$ cat src/rtl/cci_rd_arbiter.sv
// cci_rd_arbiter: round-robin CCI TX0 read arbiter with an mdata tag pool.
// Define CCI_ARB_HAZARD_STALL_EN to hold off reads that hit a live cache line.
module cci_rd_arbiter #(
    parameter int NUM_REQ    = 4,
    parameter int ADDR_WIDTH = 32,
    parameter int TAG_WIDTH  = 5,
    parameter int DATA_WIDTH = 512
) (
    input  logic                          clk,
    input  logic                          reset,
    input  logic [NUM_REQ-1:0]            req_valid,
    input  logic [NUM_REQ*ADDR_WIDTH-1:0] req_addr,
    output logic [NUM_REQ-1:0]            req_ready,
    input  logic                          tx_c0_almostfull,
    output logic                          tx_c0_rdvalid,
    output logic [ADDR_WIDTH-1:0]         tx_c0_addr,
    output logic [TAG_WIDTH-1:0]          tx_c0_tag,
    input  logic                          rx_c0_rdvalid,
    input  logic [TAG_WIDTH-1:0]          rx_c0_tag,
    input  logic [DATA_WIDTH-1:0]         rx_c0_data,
    output logic [NUM_REQ-1:0]            rsp_valid,
    output logic [DATA_WIDTH-1:0]         rsp_data,
    output logic [TAG_WIDTH:0]            outstanding,
    output logic                          err_spurious,
    output logic                          hazard_stall
);
    localparam int NTAGS = 2 ** TAG_WIDTH;
    localparam int IW    = $clog2(NUM_REQ);

    logic [NTAGS-1:0]      live;
    logic [IW-1:0]         tag_owner [NTAGS];
    logic [IW-1:0]         rr_ptr;
    logic [NUM_REQ-1:0]    haz;
    logic [NUM_REQ-1:0]    elig;
    logic [NUM_REQ-1:0]    rsp_sel;
    logic                  any_free;
    logic                  gnt_found;
    logic                  rsp_hit;
    logic [IW-1:0]         gnt_idx;
    logic [TAG_WIDTH-1:0]  free_tag;
    logic [ADDR_WIDTH-1:0] gnt_addr;
    logic [NTAGS-1:0]      alloc_mask;
    logic [NTAGS-1:0]      free_mask;

    assign any_free = ~&live;
    assign elig     = req_valid & ~haz
                    & {NUM_REQ{any_free && !tx_c0_almostfull && !reset}};
    assign rsp_hit  = rx_c0_rdvalid && live[rx_c0_tag];
    assign gnt_addr = req_addr[int'(gnt_idx)*ADDR_WIDTH +: ADDR_WIDTH];

    // Round-robin search starting at rr_ptr, wrapping past NUM_REQ-1
    always_comb begin
        int j;
        j         = 0;
        gnt_found = 1'b0;
        gnt_idx   = '0;
        for (int k = 0; k < NUM_REQ; k++) begin
            j = int'(rr_ptr) + k;
            if (j >= NUM_REQ) j = j - NUM_REQ;
            if (!gnt_found && elig[j]) begin
                gnt_found = 1'b1;
                gnt_idx   = IW'(j);
            end
        end
    end

    always_comb begin
        req_ready = '0;
        if (gnt_found) req_ready[gnt_idx] = 1'b1;
    end

    always_comb begin
        free_tag = '0;
        for (int t = NTAGS - 1; t >= 0; t--)
            if (!live[t]) free_tag = TAG_WIDTH'(t);
    end

    always_comb begin
        rsp_sel = '0;
        rsp_sel[tag_owner[rx_c0_tag]] = 1'b1;
    end

    assign alloc_mask = gnt_found ? (NTAGS'(1) << free_tag) : '0;
    assign free_mask  = rsp_hit ? (NTAGS'(1) << rx_c0_tag) : '0;

    always_ff @(posedge clk) begin
        if (gnt_found) tag_owner[free_tag] <= gnt_idx;
    end

    always_ff @(posedge clk) begin
        if (reset) begin
            live          <= '0;
            rr_ptr        <= '0;
            tx_c0_rdvalid <= 1'b0;
            tx_c0_addr    <= '0;
            tx_c0_tag     <= '0;
            rsp_valid     <= '0;
            rsp_data      <= '0;
            outstanding   <= '0;
            err_spurious  <= 1'b0;
        end else begin
            tx_c0_rdvalid <= gnt_found;
            rsp_valid     <= '0;
            if (gnt_found) begin
                tx_c0_addr <= gnt_addr;
                tx_c0_tag  <= free_tag;
                rr_ptr     <= (int'(gnt_idx) == NUM_REQ - 1) ? '0 : gnt_idx + 1'b1;
            end
            if (rsp_hit) begin
                rsp_valid <= rsp_sel;
                rsp_data  <= rx_c0_data;
            end else if (rx_c0_rdvalid) begin
                err_spurious <= 1'b1;
            end
            // A tag freed here only becomes allocatable next cycle
            live <= (live | alloc_mask) & ~free_mask;
            case ({gnt_found, rsp_hit})
                2'b10:   outstanding <= outstanding + 1'b1;
                2'b01:   outstanding <= outstanding - 1'b1;
                default: outstanding <= outstanding;
            endcase
        end
    end

`ifdef CCI_ARB_HAZARD_STALL_EN
    logic [ADDR_WIDTH-1:0] tag_addr [NTAGS];

    always_ff @(posedge clk) begin
        if (gnt_found) tag_addr[free_tag] <= gnt_addr;
    end

    always_comb begin
        haz = '0;
        for (int i = 0; i < NUM_REQ; i++)
            for (int t = 0; t < NTAGS; t++)
                if (live[t] && tag_addr[t] == req_addr[i*ADDR_WIDTH +: ADDR_WIDTH])
                    haz[i] = 1'b1;
    end

    assign hazard_stall = !reset && |(req_valid & haz);
`else
    assign haz          = '0;
    assign hazard_stall = 1'b0;
`endif

endmodule

$ cat config.mk
export PLATFORM = sky130hd
export DESIGN_NAME = cci_rd_arbiter
export DESIGN_NICKNAME = d
export VERILOG_FILES = /design/src/rtl/cci_rd_arbiter.sv
export SDC_FILE = /design/constraint.sdc
export NUM_CORES = 1
export LEC_CHECK = 0
export ABC_AREA = 1
export CAP_MARGIN = 20
export CELL_PAD_IN_SITES_DETAIL_PLACEMENT = 1
export CELL_PAD_IN_SITES_GLOBAL_PLACEMENT = 2
export CORE_AREA = 2 2 476 478
export DETAILED_ROUTE_END_ITERATION = 12
export DIE_AREA = 0 0 478 480
export PLACE_DENSITY = 0.5
export SLEW_MARGIN = 20
export SYNTH_ARGS = -nofsm -noshare
export SYNTH_HDL_FRONTEND = slang
export SYNTH_SLANG_ARGS = --single-unit
$ cat constraint.sdc
create_clock -name clk -period 7.44 [get_ports clk]
set_input_delay 1.488 -clock clk [delete_from_list [all_inputs] [get_ports clk]]
set_output_delay 1.488 -clock clk [all_outputs]
set_load 0.005 [all_outputs]
==> results.txt, run 1 <==
Outcome = completed
Synth Flop Type = dfxtp_1
Worst min path class = flip-flop to flip-flop
Worst slew margin = 29.8%
Post-synth EDFFs = 64
Slew Viols, Final = 0
Max Root-Sink Buffers = 3
Place WS = 0.959 ns
Non-Filler Instances = 7451
Worst skew pair latency = 0.73 ns
Skew final = 0.0463 ns
Pre-Repair DR Iteration Count = 4
Setup TNS = 0 ns
Final setup vio count = 0
Layout area overhead = 74.1%
RSZ-0062 raised after global routing = no
CTS root buf = clkbuf_16
Req. time, crit path = 5.95 ns
Fillers = 26.3k
Syn_nets = 3910
Crit path kind = input port to output pin
Post-Syn Area = 25200 sq um
Worst hold slack = 0.462 ns
Final ANT Viol Nets = 0
Die width = 478 um
Post-CTS setup buffers = 0
Port bufs = 1217
Initial antenna violation count = 75
YS warnings = 0
P_sw = 0.00452 W
# IOs = 1219
Sw Ratio = 35.0%
Internal = 0.00840 W
Register share of total power = 32.2%
Vias per cell = 3.69
Achievable Freq = 0.155 GHz
Vias in the first global route = 28.3k
Cts-stage hold buffer count = 0
Leak = 15.2 nW
Setup ws final = 0.972 ns
Area occupied by multi-input gates = 9920 sq um
Die Area = 229000 sq um
GRT Util Overall = 16.0%
Min Tclk post-route = 6.47 ns
CTS tree = built
Post-route DRC = 0
Startpoint Class = input port
Rows = 174
Share of cells above drive strength 1 = 4.99%
Mapped Avg Cell Area = 7.77 sq um
Sink Count = 659
DR vias = 27.5k
Crit Path Max Fanout = 34
Final Hold Viols = 0
Post-DP HPWL = 149000 um
Seq/Total Area, Yosys = 54.8%
Pwr per Cell Area = 294 nW/um^2
Nets@finish = 5029
Placed cells = 7260
Core Box Area = 224000 sq um
First-pass GRT wire length = 254000 um
CTS Buf Count = 96
Ys async rst share = 0%
Syn Inst Count = 3247
Worst slew pin tran = 1.05 ns
Worst vdd ir = 0.297 mV
Post-Route WL = 190000 um
Clock power share = 39.0%
WL/cell = 25.5 um
Final Util = 19.6%
GRT overflow = 0
FF+latch count, synth = 659
Data arrival time of the worst path = 4.98 ns
Die H = 480 um
Clock-pin slew on the worst setup and hold paths = 0.05 ns
Largest net degree at the start of global routing = 188
First DRT Iteration DRCs = 1357
Placer Congestion = 0.865
H-tree Lvls = 3
Post-CTS Resized = 0
Seq. cell area = 13800 sq um
Combinational group share of total power = 28.8%
Tcrit/Tclk final = 86.9%
Initial core utilization = 11.3%
CP endpoint kind = output pin
Yosys cell types = 49
Max Cap Viol = 0
[cells in the mapped netlist (4+ instances only)]
| cell | count | share of area [%] |
|---|---|---|
| dfxtp_1 | 595 | 47 |
| a21oi_1 | 556 | 11 |
| nand2_1 | 1128 | 17 |
| nand4_1 | 13 | 0.32 |
| ha_1 | 9 | 0.45 |
| a31oi_1 | 9 | 0.22 |
| edfxtp_1 | 64 | 7.6 |
| inv_1 | 112 | 1.7 |
| nand3_1 | 49 | 0.97 |
| nor3_1 | 26 | 0.52 |
| o21ai_1 | 87 | 1.7 |
| nand2_2 | 4 | 0.099 |
| buf_2 | 59 | 1.2 |
| nor2_1 | 187 | 2.8 |
| buf_4 | 4 | 0.12 |
| a22oi_1 | 28 | 0.83 |
| buf_1 | 8 | 0.12 |
| buf_6 | 9 | 0.40 |
| inv_2 | 10 | 0.15 |
| o22ai_1 | 42 | 1.0 |
| o21ai_0 | 60 | 1.2 |
| clkbuf_1 | 150 | 2.2 |
[per-layer routing]
metal	wire length, um	share of wire [%]	GRT usage (%)
met1	79900	42	19.3
met3	17000	9.0	6.55
met5	376	0.20	0
met4	4220	2.2	3.41
met2	88700	47	26.4
[worst paths after layout]
| kind | cells after the start | slack [ns] | start | endpoint |
|---|---|---|---|---|
| setup / recovery | 17 | 0.97 | tx_c0_almostfull | req_ready[0] |
| hold / removal | 2 | 0.46 | rsp_data[482] | rsp_data[482] |
| setup reg to reg | 27 | 1.94 | live[28] | outstanding[5] |
| hold reg to reg | 2 | 0.46 | rsp_data[482] | rsp_data[482] |
[final cells by class]
class / instances / share of cell area, %
multi-input combinational: 2232 / 22.6
inverter: 125 / 1.08
sequential: 659 / 31.5
timing repair buffer: 1252 / 28.5
clock buffer: 136 / 6.38
antenna: 12 / 0.0683
tap: 2992 / 8.52
clock inverter: 43 / 1.44
[stage by stage]
stage               total power, W  area [sq um]
floorplan                  0.00602         25200
global placement           0.00800         40500
detailed placement         0.00801         40500
CTS                         0.0132         43900
global route                0.0137         43900
finish                      0.0129         44000
[registers in the layout (all words and copies together) (netlist names)]
name / count
err_spurious: 1
rr_ptr: 2
tx_c0_addr: 32
rsp_data: 512
tx_c0_rdvalid: 1
outstanding: 6
rsp_valid: 4
live: 32
tx_c0_tag: 5
tag_owner: 64
[logic make-up after synthesis]
| logic type | share of synthesized area [%] |
|---|---|
| compound gates | 16.8 |
| xor+xnor | 0.139 |
| fa+ha+maj | 0.525 |
| buf+inv | 5.96 |
| flops | 54.8 |
| other cells | 0.0149 |
| simple gates | 21.8 |
[critical path, stage by stage]
cell and delay, ns:
clkdlybuf4s50_1 0.58, a21oi_1 0.21, nand2_1 0.13, inv_2 0.12, nand2_1 0.08, o21ai_1 0.23
nand2_1 0.11, o21ai_0 0.18, nor3b_2 0.12, nand2_2 0.12, nand4_1 0.14, o21ai_4 0.11
buf_4 0.43, ha_1 0.24, inv_1 0.04, nor2_1 0.09, clkdlybuf4s50_1 0.53
[power groups by stage]
| stage | combinational, W | sequential [W] | clock [W] |
|---|---|---|---|
| 6_report | 0.00372 | 0.00416 | 0.00504 |
| 5_1_grt | 0.00407 | 0.00420 | 0.00539 |
| 4_1_cts | 0.00378 | 0.00417 | 0.00528 |
| 3_5_place_dp | 0.00377 | 0.00424 | 0 |
| 3_3_place_gp | 0.00376 | 0.00424 | 0 |
| 2_1_floorplan | 0.00182 | 0.00420 | 0 |
[placed cells by master (no fill, tap or decap), drive strengths merged]
cell and count:
nor4 2, nor3 27, bufinv 12, conb 1
edfxtp 64, buf 36, o21a 2, xnor2 3
clkbuf 136, nand2 1132, xor2 1, a22o 1
a31oi 9, a221oi 1, inv 124, a21oi 557
o311ai 3, a21o 1, a221o 1, nand3 49
nand4 13, clkinvlp 7, nor3b 1, nor2 189
clkdlybuf4s50 1216, o211ai 3, diode 12, and2 1
fa 1, dfxtp 595, o22ai 42, a32o 2
o21ai 149, ha 9, a22oi 28, clkinv 25
a211oi 2, o21bai 2
Note: power is estimated with default switching activity, not from simulation.
==> run 2, diff against run 1 <==
--- a/config.mk
+++ b/config.mk
@@ -13,6 +13,7 @@
 export DETAILED_ROUTE_END_ITERATION = 12
 export DIE_AREA = 0 0 478 480
 export PLACE_DENSITY = 0.5
+export SKIP_CTS_REPAIR_TIMING = 1
 export SLEW_MARGIN = 20
 export SYNTH_ARGS = -nofsm -noshare
 export SYNTH_HDL_FRONTEND = slang
==> results of run 2 <==
No change in the layout: final DEF, timing and power equal those of run 1.
==> run 3, diff against run 2 <==
--- a/config.mk
+++ b/config.mk
@@ -13,6 +13,7 @@
 export DETAILED_ROUTE_END_ITERATION = 12
 export DIE_AREA = 0 0 478 480
 export PLACE_DENSITY = 0.5
+export RECOVER_POWER = 100
 export SKIP_CTS_REPAIR_TIMING = 1
 export SLEW_MARGIN = 20
 export SYNTH_ARGS = -nofsm -noshare
==> results.txt, run 3 (synthesized netlist as in run 1, its figures left out) <==
Outcome = finished, violations left
Violated checks = max-capacitance violations, max-slew violations
CTS root buf = clkbuf_16
DR vias = 27.4k (-0.047%)
Sink Count = 659 (unchanged)
Max Cap Viol = 5 (+5)
Die Area = 229000 sq um (unchanged)
First-pass GRT wire length = 254000 um (unchanged)
WHS Path Cells = 2 (unchanged)
Clock-pin slew on the worst setup and hold paths = 0.06 ns (about the same)
Post-Route WL = 190000 um (about the same)
RSZ-0062 raised after global routing = no
CTS Buf Count = 96 (unchanged)
Initial core utilization = 11.3% (unchanged)
Worst min path class = flip-flop to flip-flop
Tcrit/Tclk final = 90.3% (+3.4 points)
Top delay family on crit path = simple AND/OR/NAND/NOR gates
Nets@finish = 5029 (unchanged)
Post-DP Area = 40500 sq um (unchanged)
Rows = 174 (unchanged)
Pwr per Cell Area = 292 nW/um^2 (-0.78%)
Worst path max stage delay = 0.76 ns (+0.18 ns)
Worst slew margin = -98.1% (-130 points)
Biggest register = rsp_data
Slew Viols, Final = 386 (+386)
R2R Setup Slk = 1.23 ns (-0.71 ns)
Register share of total power = 32.5% (+0.3 points)
Die width = 478 um (unchanged)
Die H = 480 um (unchanged)
Most common cell after layout, fill and taps aside = nand2_1
GRT overflow = 0 (unchanged)
WL/cell = 25.5 um (about the same)
Sw Ratio = 35.0% (about the same)
Most frequent cells in the layout = nand2_1, clkdlybuf4s50_1, dfxtp_1
FF-to-FF path depth = 22 (-19%)
Fin area = 43900 sq um (-0.14%)
Layout area overhead = 73.9%
Core Box Area = 224000 sq um (unchanged)
Setup TNS = 0 ns (unchanged)
Combinational group share of total power = 28.1% (-0.7 points)
Worst path slowest cell = nor3_1
Initial antenna violation count = 80 (+6.7%)
Crit-path cells = inv_1, nor3_1, nand2_2, nor2_4, a21oi_1, nand2_1, inv_1, nand2_2, inv_1, o21ai_0, o21ai_0, nor3b_1, nand2_2, o21ai_0, buf_4, ha_1, inv_1, nor2_1, clkdlybuf4s50_1
Final setup vio count = 0 (unchanged)
# IOs = 1219 (unchanged)
P_sw = 0.00448 W (-0.87%)
CP Depth = 19 (+2)
Max Root-Sink Buffers = 3 (unchanged)
Total Power = 0.0128 W (-0.92%)
Worst slew pin tran = 2.97 ns (+1.92 ns)
Largest net degree at the start of global routing = 188 (unchanged)
Leak = 16.9 nW (+11%)
Number of flip-flops in the largest register = 512 (unchanged)
Crit path kind = flip-flop to output pin
Req. time, crit path = 5.95 ns (about the same)
Port bufs = 1217 (unchanged)
GRT Util Overall = 16.0% (unchanged)
H-tree Lvls = 3 (unchanged)
CP endpoint kind = output pin
Vias in the first global route = 28.3k (unchanged)
Worst vdd ir = 0.292 mV (-1.7%)
Final ANT Viol Nets = 0 (unchanged)
First DRT Iteration DRCs = 1362 (+0.37%)
Skew final = 0.0478 ns (+0.00149 ns)
Post-DP HPWL = 149000 um (unchanged)
Pre-Repair DR Iteration Count = 5 (+1)
Regs by FF count = rsp_data x512, tag_owner x64
Clock power share = 39.4% (+0.4 points)
Internal = 0.00832 W (-0.95%)
Final Hold Viols = 0 (unchanged)
Worst path most repeated cell = inv_1
Data arrival time of the worst path = 5.23 ns (+0.25 ns)
WP buf/inv = 6 (+1)
Vias per cell = 3.68 (about the same)
CTS tree = built
Min Tclk post-route = 6.72 ns (+0.250 ns)
Share of cells above drive strength 1 = 4.81% (-0.18 points)
Startpoint Class = flip-flop
Worst skew pair latency = 0.73 ns (about the same)
Placer Congestion = 0.865 (unchanged)
Crit Path Max Fanout = 34 (unchanged)
Post-route DRC = 0 (unchanged)
Achievable Freq = 0.149 GHz (-3.7%)
-- run 3: cell count changes in the layout (fill, tap and decap cells not counted), moves of 3 or more --
cell / previous run / this run
clkdlybuf4s50_1: 1216 / 651
o21ai_1: 87 / 54
buf_4: 30 / 27
dlygate4sd3_1: 0 / 565
inv_1: 111 / 115
clkbuf_2: 0 / 3
o21ai_0: 60 / 94
inv_2: 10 / 6
-- run 3: worst min-delay path: stages (launching register included) --
cell     delay (ns)
dfxtp_1        0.30
nand2_1        0.06
a21oi_1        0.05
-- run 3: metal layers --
layer / global-route usage [%] / up-vias / share of wire [%]
met5: 0 / - / 0.20
met4: 3.41 / 56 / 2.2
met3: 6.55 / 253 / 9.0
met2: 26.4 / 952 / 47
met1: 19.3 / 13300 / 42
li1: - / 12900 / -
-- run 3: final cells by class --
cell class / instances / area [sq um]
inverter: 125 / 477
sequential: 659 / 13800
antenna: 10 / 25.0
tap: 2992 / 3740
clock inverter: 43 / 634
fill: 26300 / 180000
clock buffer: 136 / 2810
timing repair buffer: 1252 / 12500
multi-input combinational: 2232 / 9900
-- run 3: power by group through the flow --
stage / clock, W / combinational, W / sequential, W
floorplan: 0 / 0.00182 / 0.00420
global placement: 0 / 0.00376 / 0.00424
detailed placement: 0 / 0.00377 / 0.00424
CTS: 0.00528 / 0.00378 / 0.00417
global route: 0.00539 / 0.00396 / 0.00420
finish: 0.00504 / 0.00360 / 0.00416
-- run 3: per-stage QoR --
stage | hold slack, ns | std cells | utilization, % | worst slack (ns)
global placement | 0.451 | 7260 | 18.1 | 0.971
global route | 0.474 | 7441 | 19.6 | 0.341
detailed placement | 0.455 | 7260 | 18.1 | 0.959
finish | 0.460 | 7449 | 19.6 | 0.722
CTS | 0.465 | 7439 | 19.6 | 0.963
floorplan | 0.455 | 3247 | - | 2.40
-- run 3: path summary, 6_finish.rpt --
path,to,from
min reg2reg,rsp_data[6],rsp_data[6]
max,req_ready[0],live[28]
min,rsp_data[6],rsp_data[6]
max reg2reg,tx_c0_addr[30],live[28]
